`src/rtl/vga_timing_pkg.sv`:
```
// Mode table and helpers shared by the multimode VGA timing generator.
// Constants only: no latency, no backpressure.
package vga_timing_pkg;

    localparam int TW         = 16;
    localparam int TABLE_SIZE = 2;

    typedef struct packed {
        logic [TW-1:0] h_total, h_sync, h_bp, h_fp;
        logic [TW-1:0] v_total, v_sync, v_bp, v_fp;
        logic          h_pol, v_pol;
    } timing_t;

    // Polarity 1 means the sync pulse is driven high.
    localparam timing_t MODE_TABLE [TABLE_SIZE] = '{
        '{h_total: 16'd800,  h_sync: 16'd96,  h_bp: 16'd48, h_fp: 16'd16,
          v_total: 16'd525,  v_sync: 16'd2,   v_bp: 16'd33, v_fp: 16'd10,
          h_pol: 1'b0, v_pol: 1'b0},
        '{h_total: 16'd1056, h_sync: 16'd128, h_bp: 16'd88, h_fp: 16'd40,
          v_total: 16'd628,  v_sync: 16'd4,   v_bp: 16'd23, v_fp: 16'd1,
          h_pol: 1'b1, v_pol: 1'b1}
    };

    function automatic int mode_w(input int n);
        return (n > 1) ? $clog2(n) : 1;
    endfunction

    function automatic bit table_fits(input int n, input int w);
        longint lim;
        lim = (longint'(1) << w) - 1;
        if (n < 1 || n > TABLE_SIZE) return 1'b0;
        for (int i = 0; i < n; i++) begin
            if (longint'(MODE_TABLE[i].h_total) > lim || longint'(MODE_TABLE[i].v_total) > lim)
                return 1'b0;
        end
        return 1'b1;
    endfunction

endpackage

```
`src/rtl/vga_axis_timing.sv`:
```
// One timing axis: sync level, active flag and visible coordinate from a count.
// Purely combinational (latency 0); no backpressure.
module vga_axis_timing #(
    parameter int CNT_W = 12
) (
    input  logic [CNT_W-1:0] cnt_i,
    input  logic [CNT_W-1:0] total_i,
    input  logic [CNT_W-1:0] sync_i,
    input  logic [CNT_W-1:0] bp_i,
    input  logic [CNT_W-1:0] fp_i,
    input  logic             pol_i,
    output logic             sync_o,
    output logic             active_o,
    output logic [CNT_W-1:0] coord_o
);

    logic [CNT_W-1:0] start, stop;

    assign start    = sync_i + bp_i;
    assign stop     = total_i - fp_i;
    assign sync_o   = (cnt_i < sync_i) ? pol_i : ~pol_i;
    assign active_o = (cnt_i >= start) && (cnt_i < stop);
    assign coord_o  = active_o ? (cnt_i - start) : '0;

endmodule

```
`src/rtl/vga_timing_multimode.sv`:
```
// Free-running VGA timing generator with mode changes applied on frame boundaries.
// Outputs registered, latency 1 from counter state; no backpressure.
module vga_timing_multimode
    import vga_timing_pkg::*;
#(
    parameter int CNT_W      = 12,
    parameter int NUM_MODES  = 2,
    parameter int RESET_MODE = 0
) (
    input  logic                         i_clk,
    input  logic                         i_reset_n,
    input  logic                         i_mode_req,
    input  logic [mode_w(NUM_MODES)-1:0] i_mode,
    output logic                         o_mode_ack,
    output logic                         o_mode_err,
    output logic [mode_w(NUM_MODES)-1:0] o_mode,
    output logic                         o_hs,
    output logic                         o_vs,
    output logic                         o_activeArea,
    output logic [CNT_W-1:0]             o_px,
    output logic [CNT_W-1:0]             o_py,
    output logic                         o_lineStart,
    output logic                         o_frameStart
);

    localparam int MW = mode_w(NUM_MODES);

    if (!table_fits(NUM_MODES, CNT_W) || RESET_MODE < 0 || RESET_MODE >= NUM_MODES) begin : g_bad_cfg
        $error("vga_timing_multimode: mode table does not fit CNT_W or RESET_MODE out of range");
    end

    localparam timing_t RST_T = MODE_TABLE[RESET_MODE];

    logic [CNT_W-1:0] h_q, h_d, v_q, v_d;
    logic [MW-1:0]    mode_q, mode_d, pend_q, pend_d;
    logic             pend_vld_q, pend_vld_d, ack_q, ack_d, err_q, err_d;
    logic             hs_q, hs_d, vs_q, vs_d, act_q, act_d, ls_q, ls_d, fs_q, fs_d;
    logic [CNT_W-1:0] px_q, px_d, py_q, py_d;

    timing_t          cur;
    logic [CNT_W-1:0] h_tot, v_tot, h_coord, v_coord;
    logic             h_sync, v_sync, h_act, v_act, h_last, v_last;

    assign cur   = MODE_TABLE[mode_q];
    assign h_tot = CNT_W'(cur.h_total);
    assign v_tot = CNT_W'(cur.v_total);

    vga_axis_timing #(.CNT_W(CNT_W)) u_h_axis (
        .cnt_i   (h_q),
        .total_i (h_tot),
        .sync_i  (CNT_W'(cur.h_sync)),
        .bp_i    (CNT_W'(cur.h_bp)),
        .fp_i    (CNT_W'(cur.h_fp)),
        .pol_i   (cur.h_pol),
        .sync_o  (h_sync),
        .active_o(h_act),
        .coord_o (h_coord)
    );

    vga_axis_timing #(.CNT_W(CNT_W)) u_v_axis (
        .cnt_i   (v_q),
        .total_i (v_tot),
        .sync_i  (CNT_W'(cur.v_sync)),
        .bp_i    (CNT_W'(cur.v_bp)),
        .fp_i    (CNT_W'(cur.v_fp)),
        .pol_i   (cur.v_pol),
        .sync_o  (v_sync),
        .active_o(v_act),
        .coord_o (v_coord)
    );

    always_comb begin
        h_last     = (h_q == h_tot - CNT_W'(1));
        v_last     = (v_q == v_tot - CNT_W'(1));
        h_d        = h_last ? '0 : h_q + CNT_W'(1);
        v_d        = v_q;
        mode_d     = mode_q;
        pend_d     = pend_q;
        pend_vld_d = pend_vld_q;
        ack_d      = 1'b0;
        err_d      = 1'b0;
        if (h_last) v_d = v_last ? '0 : v_q + CNT_W'(1);
        // Apply uses the pending value from before this cycle, so a request
        // landing in the final frame cycle waits for the next boundary.
        if (h_last && v_last && pend_vld_q) begin
            mode_d     = pend_q;
            pend_vld_d = 1'b0;
            ack_d      = 1'b1;
        end
        if (i_mode_req) begin
            if (int'(i_mode) < NUM_MODES) begin
                pend_d     = i_mode;
                pend_vld_d = 1'b1;
            end else begin
                err_d = 1'b1;
            end
        end
        hs_d  = h_sync;
        vs_d  = v_sync;
        act_d = h_act && v_act;
        px_d  = act_d ? h_coord : '0;
        py_d  = act_d ? v_coord : '0;
        ls_d  = (h_q == '0);
        fs_d  = (h_q == '0) && (v_q == '0);
    end

    always_ff @(posedge i_clk or negedge i_reset_n) begin
        if (!i_reset_n) begin
            h_q        <= '0;
            v_q        <= '0;
            mode_q     <= MW'(RESET_MODE);
            pend_q     <= '0;
            pend_vld_q <= 1'b0;
            ack_q      <= 1'b0;
            err_q      <= 1'b0;
            hs_q       <= ~RST_T.h_pol;
            vs_q       <= ~RST_T.v_pol;
            act_q      <= 1'b0;
            px_q       <= '0;
            py_q       <= '0;
            ls_q       <= 1'b0;
            fs_q       <= 1'b0;
        end else begin
            h_q        <= h_d;
            v_q        <= v_d;
            mode_q     <= mode_d;
            pend_q     <= pend_d;
            pend_vld_q <= pend_vld_d;
            ack_q      <= ack_d;
            err_q      <= err_d;
            hs_q       <= hs_d;
            vs_q       <= vs_d;
            act_q      <= act_d;
            px_q       <= px_d;
            py_q       <= py_d;
            ls_q       <= ls_d;
            fs_q       <= fs_d;
        end
    end

    assign o_mode_ack   = ack_q;
    assign o_mode_err   = err_q;
    assign o_mode       = mode_q;
    assign o_hs         = hs_q;
    assign o_vs         = vs_q;
    assign o_activeArea = act_q;
    assign o_px         = px_q;
    assign o_py         = py_q;
    assign o_lineStart  = ls_q;
    assign o_frameStart = fs_q;

endmodule
```
`config.mk`:
```
export PLATFORM = sky130hd
export DESIGN_NAME = vga_timing_multimode
export DESIGN_NICKNAME = d
export VERILOG_FILES = /design/src/rtl/vga_timing_pkg.sv /design/src/rtl/vga_axis_timing.sv /design/src/rtl/vga_timing_multimode.sv
export SDC_FILE = /design/constraint.sdc
export NUM_CORES = 1
export LEC_CHECK = 0
export ABC_AREA = 0
export BUFFER_PORTS_ARGS = -buffer_cell sky130_fd_sc_hd__buf_2
export CAP_MARGIN = 20
export CORE_UTILIZATION = 51
export DETAILED_ROUTE_END_ITERATION = 6
export GPL_TIMING_DRIVEN = 1
export PLACE_DENSITY = 0.69
export SYNTH_ARGS = -nofsm -noshare
export SYNTH_HDL_FRONTEND = slang
export SYNTH_SLANG_ARGS = --single-unit
```
`constraint.sdc`:
```
create_clock -name i_clk -period 2.9 [get_ports i_clk]
set_input_delay 0.58 -clock i_clk [delete_from_list [all_inputs] [get_ports i_clk]]
set_output_delay 0.58 -clock i_clk [all_outputs]
set_load 0.005 [all_outputs]
```
==> results of run 1 <==
==> per-layer routing <==
metal	wire, µm	share of wire, %
met5	0	0
met2	2726	44
met4	144	2.3
met3	345	5.6
met1	2971	48
==> Yosys cell counts, drive strengths merged (3+ instances only) <==
cell type,n
nor4bb,4
nor3,28
nand2b,4
a21oi,10
clkbuf,8
nor3b,3
ha,18
inv,14
nor2b,3
nand4,6
xnor2,23
xor2,6
buf,9
o31ai,5
dfrtp,55
nor4,4
nor2,17
nand2,17
and3,4
nand3,10
o21ai,14
==> cells by family (layout without fill, tap and decap cells) <==
kind of cell	count (synthesis)	in the layout	share of synthesized area, %
simple gates	114	114	21.41
flops	57	57	47.39
compound gates	45	45	9.503
buf+inv	31	71	4.813
xor+xnor	29	29	8.423
fa+ha+maj	18	18	7.469
mux	2	2	0.8712
other cells	1	2	0.1244
==> final timing paths <==
check / startpoint / to / slack, ps / cells after the start
worst max-delay path: o_mode$_DFFE_PN0P_ / o_py[6]$_DFF_PN0_ / 430 / 7
worst min-delay path: i_reset_n / o_py[10]$_DFF_PN0_ / 370 / 2
worst max register to register: o_mode$_DFFE_PN0P_ / o_py[6]$_DFF_PN0_ / 430 / 7
worst min register to register: pend_vld_q$_DFFE_PN0P_ / pend_vld_q$_DFFE_PN0P_ / 480 / 1
max in group asynchronous: i_reset_n / o_mode$_DFFE_PN0P_ / 2070 / 2
min in group i_clk: i_mode_req / pend_vld_q$_DFFE_PN0P_ / 440 / 2
==> where the power goes <==
group / total (mW) / internal, mW / switching [mW]
Combinational: 0.0200 / 0.00404 / 0.0160
Clock: 0.722 / 0.416 / 0.305
Sequential: 0.798 / 0.798 / 0.000826
Total: 1.54 / 1.22 / 0.322
==> worst reg2reg max path, cell delays in order (launching register included) <==
cell,delay (ps)
dfrtp_1,370
inv_1,310
ha_1,370
a21oi_1,200
o221ai_1,150
nor2_1,530
buf_4,330
nor3_1,90
==> metrics by stage <==
step,util (%),worst slack [ps],power (mW)
2_1_floorplan,-,490.8,0.8159
3_3_place_gp,57.88,533.9,0.8339
3_5_place_dp,57.88,476.5,0.8345
4_1_cts,61.38,459.7,1.559
5_1_grt,61.38,168.3,1.596
6_report,61.38,433.8,1.540
==> cell type report <==
type | instances | share of cell area, %
clock buffer | 11 | 4.108
inverter | 14 | 1.527
tap | 72 | 2.617
multi-input combinational | 210 | 42.17
clock inverter | 5 | 1.599
timing repair buffer | 41 | 6.470
sequential | 57 | 41.51
==> cells in the final DEF (no fill, tap or decap), types with 3 or more instances in the layout <==
cell and n:
nand4_1 6, nor4_1 3, o31ai_1 5, and3_1 3, xor2_1 6, nor3b_1 3
nor2b_1 3, nand2_1 17, clkbuf_8 10, buf_2 34, ha_1 18, nor2_1 17
dfrtp_1 55, o21ai_0 10, inv_1 14, a21oi_1 10, nor3_1 28, o21ai_1 4
nand2b_1 3, nand3_1 10, xnor2_1 23, buf_4 7, nor4bb_1 4
==> state kept, by name, summed over array words and instances (netlist names), 12 cells and up <==
register,flops
v_q,12
h_q,12
o_py,12
o_px,12
==> results.py, run 1 <==
metrics = {
    "worst_setup_path": {
        "critPathRequiredTime_ps": 3110,
        "cp-start-kind": "flip-flop",
        "crit_arrival_ps": 2680,
        "critical_path.top_delay_family": "buffers and inverters",
        "worstSetupPathType": "flip-flop to flip-flop",
        "crit_buf_inv": 2,
        "critPathMaxStageDelay_ps": 530,
        "crit_chain": "inv_1 -> ha_1 -> a21oi_1 -> o221ai_1 -> nor2_1 -> buf_4 -> nor3_1",
        "cp_max_fo": 16,
        "cp_slowest_cell": "nor2_1",
        "crit_path_end_kind": "flip-flop",
    },
    "cts": {
        "cts_tree": "yes",
        "cts_buffers": 9,
        "root_buffer": "clkbuf_8",
        "clk_latency_ps": 340,
        "clkTransAtPathRegs_ps": 60,
        "cts.sinks": 57,
        "holdBufCountCts": 0,
        "postCtsSetupBuffers": 0,
        "h-tree-depth": 3,
        "cts_resized": 0,
        "clockBufferDepth": 2,
    },
    "detailed_routing": {
        "dr.pass1.iters": 4,
        "vias_per_cell": 5.612,
        "ant_nets": 0,
        "drc": 0,
        "drt_iter0_drc": 175,
        "routed_wirelength_um": 6187,
        "routedWlPerCell_um": 15.09,
        "vias": 2301,
    },
    "yosys": {
        "synthCells": 297,
        "yosysTopAreaCell": "dfrtp_1",
        "synth_top_area_share_pct": 45.64,
        "yosysSeqAreaShare_pct": 47.39,
        "async_reset_ff_share_pct": 100.0,
        "synthFlopType": "dfrtp_1",
        "avgSynthCellArea_um2": 10.15,
        "ys_warn_count": 0,
        "synth.cell_area_mm2": 0.003015,
        "ys_ff_latch": 57,
        "synth.distinct_cells": 52,
        "synth-edff-count": 0,
        "synth.top_cells.by_area": "dfrtp_1 (46%), ha_1 (7.5%), xnor2_1 (6.7%), nor3_1 (4.6%), nand2_1 (2.1%)",
    },
    "timing": {
        "finClkSkew_ps": 8.730,
        "max_slew_margin_pct": 41.64,
        "rsz0062_at_grt": "no",
        "fmax_ghz": 0.4055,
        "fin_crit_sh_pct": 85.04,
        "worst_pin_slew_ps": 871.6,
        "setup_viol": 0,
        "holdWs_ps": 367.5,
        "fin_tns_setup_ps": 0,
        "fin_crit_ps": 2466,
        "hold_violations": 0,
        "finalMaxSlewViolations": 0,
    },
    "placed_design": {
        "port_buffers": 34,
        "placed_cell_area_mm2": 0.003246,
        "gp_congestion": 0.8374,
        "dpl.hpwl_um": 4235,
        "dpl.cell_count": 394,
    },
    "floorplanning": {
        "core_area_mm2": 0.005608,
        "dieArea_mm2": 0.006224,
        "initial_core_util_pct": 53.77,
        "ioPinCount": 36,
        "rows": 27,
        "die_h_um": 78.89,
        "die_w_um": 78.89,
    },
    "cells_and_area": {
        "finalNonFillerCells": 410,
        "drive_gt1_share_pct": 19.53,
        "diodes": 0,
        "multi_input_area_mm2": 0.001451,
        "seq_area_mm2": 0.001429,
        "syn_to_final_growth_pct": 14.15,
        "num-nets-final": 355,
        "fillers": 491,
        "postLayoutCellArea_mm2": 0.003442,
    },
    "global_routing": {
        "antenna_found_initial": 0,
        "grt_max_degree": 58,
        "grt_use_met2_pct": 32.52,
        "grt_use_met1_pct": 30.62,
        "track_usage_pct": 22.40,
        "busiest_layer": "met2",
        "grt.overflow.total": 0,
        "grt_pass1_vias": 2170,
        "grt_pass1_wl_um": 10420,
        "use_met3_pct": 5.862,
    },
    "run_status": {
        "outcome": "finished, final reports clean",
    },
    "min_path": {
        "hold_path_class": "input pin to asynchronous set/reset pin",
    },
    "power_and_ir_drop": {
        "leakagePower_nw": 1.630,
        "vdd_drop_max_uv": 297.8,
        "power-per-cell-area_mw_per_mm2": 447.5,
    },
    "flow_run": {
        "drv_cap": 0,
    },
}
Power figures use the tool's default switching activity.
==> inputs of run 2 (changes only) <==
Settings changed: CAP_MARGIN 20 to 15, REMOVE_ABC_BUFFERS from default to 1.
==> run 2 against run 1 <==
Against the previous run: global-route usage increased by 0.65 points; clock power increased by 2%; clock skew decreased by 3.0 ps; largest cell class unchanged.
==> results.py, run 2 (synthesized netlist as in run 1, its figures left out) <==
metrics = {
    "run_status": {
        "outcome": "finished, final reports clean",
    },
    "worst_setup_path": {
        "crit_path_end_kind": "flip-flop",
        "worstSetupPathType": "flip-flop to flip-flop",
        "critPathMaxStageDelay_ps": 430,
        "crit_arrival_ps": 2590,
        "reg2reg_depth": 8,
        "crit_buf_inv": 2,
        "cp-start-kind": "flip-flop",
        "critPathRequiredTime_ps": 3100,
        "r2r_start": "o_mode$_DFFE_PN0P_",
        "crit_chain": "inv_1 -> ha_1 -> or3_1 -> nor4_4 -> buf_4 -> a41oi_1 -> o21ai_1 -> o31ai_1",
        "regToRegSetupSlack_ps": 510,
        "worstReg2RegEnd": "v_q[9]$_DFFE_PN0N_",
        "cp_max_fo": 11,
        "critical_path.top_delay_family": "simple AND/OR/NAND/NOR gates",
        "cp_slowest_cell": "or3_1",
    },
    "cts": {
        "root_buffer": "clkbuf_8",
        "cts.sinks": 57,
        "clk_latency_ps": 330,
        "cts_tree": "yes",
        "cts_buffers": 9,
        "clkTransAtPathRegs_ps": 60,
        "holdBufCountCts": 0,
        "clockBufferDepth": 2,
        "cts_resized": 0,
        "h-tree-depth": 3,
        "postCtsSetupBuffers": 0,
    },
    "timing": {
        "rsz0062_at_grt": "no",
        "fin_tns_setup_ps": 0,
        "max_slew_margin_pct": 48.28,
        "fin_crit_ps": 2392,
        "holdWs_ps": 254.9,
        "fmax_ghz": 0.4181,
        "finalMaxSlewViolations": 0,
        "finClkSkew_ps": 5.689,
        "fin_crit_sh_pct": 82.48,
        "worst_pin_slew_ps": 772.3,
        "hold_violations": 0,
        "setup_viol": 0,
    },
    "flow_run": {
        "drv_cap": 0,
    },
    "detailed_routing": {
        "vias_per_cell": 5.641,
        "drt_iter0_drc": 136,
        "dr.pass1.iters": 4,
        "ant_nets": 0,
        "drc": 0,
        "routedWlPerCell_um": 15.26,
        "vias": 2313,
        "routed_wirelength_um": 6255,
    },
    "global_routing": {
        "grt_use_met1_pct": 32.51,
        "grt_pass1_vias": 2241,
        "antenna_found_initial": 0,
        "grt_pass1_wl_um": 10800,
        "grt_use_met2_pct": 33.57,
        "track_usage_pct": 23.05,
        "grt_max_degree": 29,
        "grt.overflow.total": 0,
        "use_met3_pct": 4.483,
        "busiest_layer": "met2",
    },
    "cells_and_area": {
        "num-nets-final": 356,
        "utilization_pct": 61.49,
        "most-common-layout-cells": "dfrtp_1 (55), buf_2 (34), nor3_1 (28), xnor2_1 (23), ha_1 (18)",
        "diodes": 0,
        "final_common_cell": "dfrtp_1",
        "drive_gt1_share_pct": 19.53,
        "syn_to_final_growth_pct": 14.36,
        "postLayoutCellArea_mm2": 0.003448,
        "fillers": 500,
    },
    "floorplanning": {
        "die_h_um": 78.89,
        "core_area_mm2": 0.005608,
        "initial_core_util_pct": 53.77,
        "rows": 27,
        "die_w_um": 78.89,
        "ioPinCount": 36,
        "dieArea_mm2": 0.006224,
    },
    "placed_design": {
        "dpl.hpwl_um": 4393,
        "placed_cell_area_mm2": 0.003253,
        "gp_congestion": 0.9060,
        "port_buffers": 34,
    },
    "power_and_ir_drop": {
        "vdd_drop_max_uv": 309.8,
        "power-per-cell-area_mw_per_mm2": 451.5,
        "power_mw": 1.557,
        "leakagePower_nw": 1.643,
    },
    "min_path": {
        "hold_path_class": "input pin to asynchronous set/reset pin",
    },
}
## run 2: cell count changes in the layout (fill, tap and decap cells not counted)
| cell | change |
|---|---|
| clkinvlp_4 | -2 |
| buf_4 | +1 |
| clkbuf_8 | +1 |
## run 2: report_power, final
group,leakage (nW),switching (mW),total (mW),internal [mW]
sequential,0.765,0.00122,0.799,0.798
combinational,0.776,0.0165,0.0214,0.00490
clock,0.102,0.300,0.736,0.436
## run 2: area by class of cell
type	instances	area, µm²	share of cell area (%)
inverter	14	52.55	1.524
multi-input combinational	210	1451	42.09
clock buffer	12	155.1	4.499
sequential	57	1429	41.44
timing repair buffer	42	230.2	6.676
clock inverter	3	40.04	1.161
tap	72	90.09	2.612
## run 2: per-layer routing
metal	routed length, µm	part of all wire [%]	vias to the layer above
met5	0	0	-
met4	139	2.2	0
met3	266	4.3	16
met2	2745	44	68
met1	3104	50	1102
li1	-	-	1127
## run 2: how the worst max path moves through the flow
stage / from / endpoint / slack [ps] / depth (start not counted)
2_1_floorplan: o_mode$_DFFE_PN0P_ / o_py[2]$_DFF_PN0_ / 240 / 6
3_3_place_gp: o_mode$_DFFE_PN0P_ / o_mode$_DFFE_PN0P_ / 610 / 6
3_5_place_dp: o_mode$_DFFE_PN0P_ / o_mode$_DFFE_PN0P_ / 550 / 6
4_1_cts: o_mode$_DFFE_PN0P_ / v_q[9]$_DFFE_PN0N_ / 500 / 8
5_1_grt: o_mode$_DFFE_PN0P_ / v_q[9]$_DFFE_PN0N_ / 330 / 8
6_report: o_mode$_DFFE_PN0P_ / v_q[9]$_DFFE_PN0N_ / 510 / 8
## run 2: metrics by stage
| stage | setup slack, ps | instances |
|---|---|---|
| 2_1_floorplan | 244.2 | 281 |
| 3_3_place_gp | 614.2 | 395 |
| 3_5_place_dp | 546.8 | 395 |
| 4_1_cts | 496.3 | 410 |
| 5_1_grt | 332.5 | 410 |
| 6_report | 508.1 | 410 |
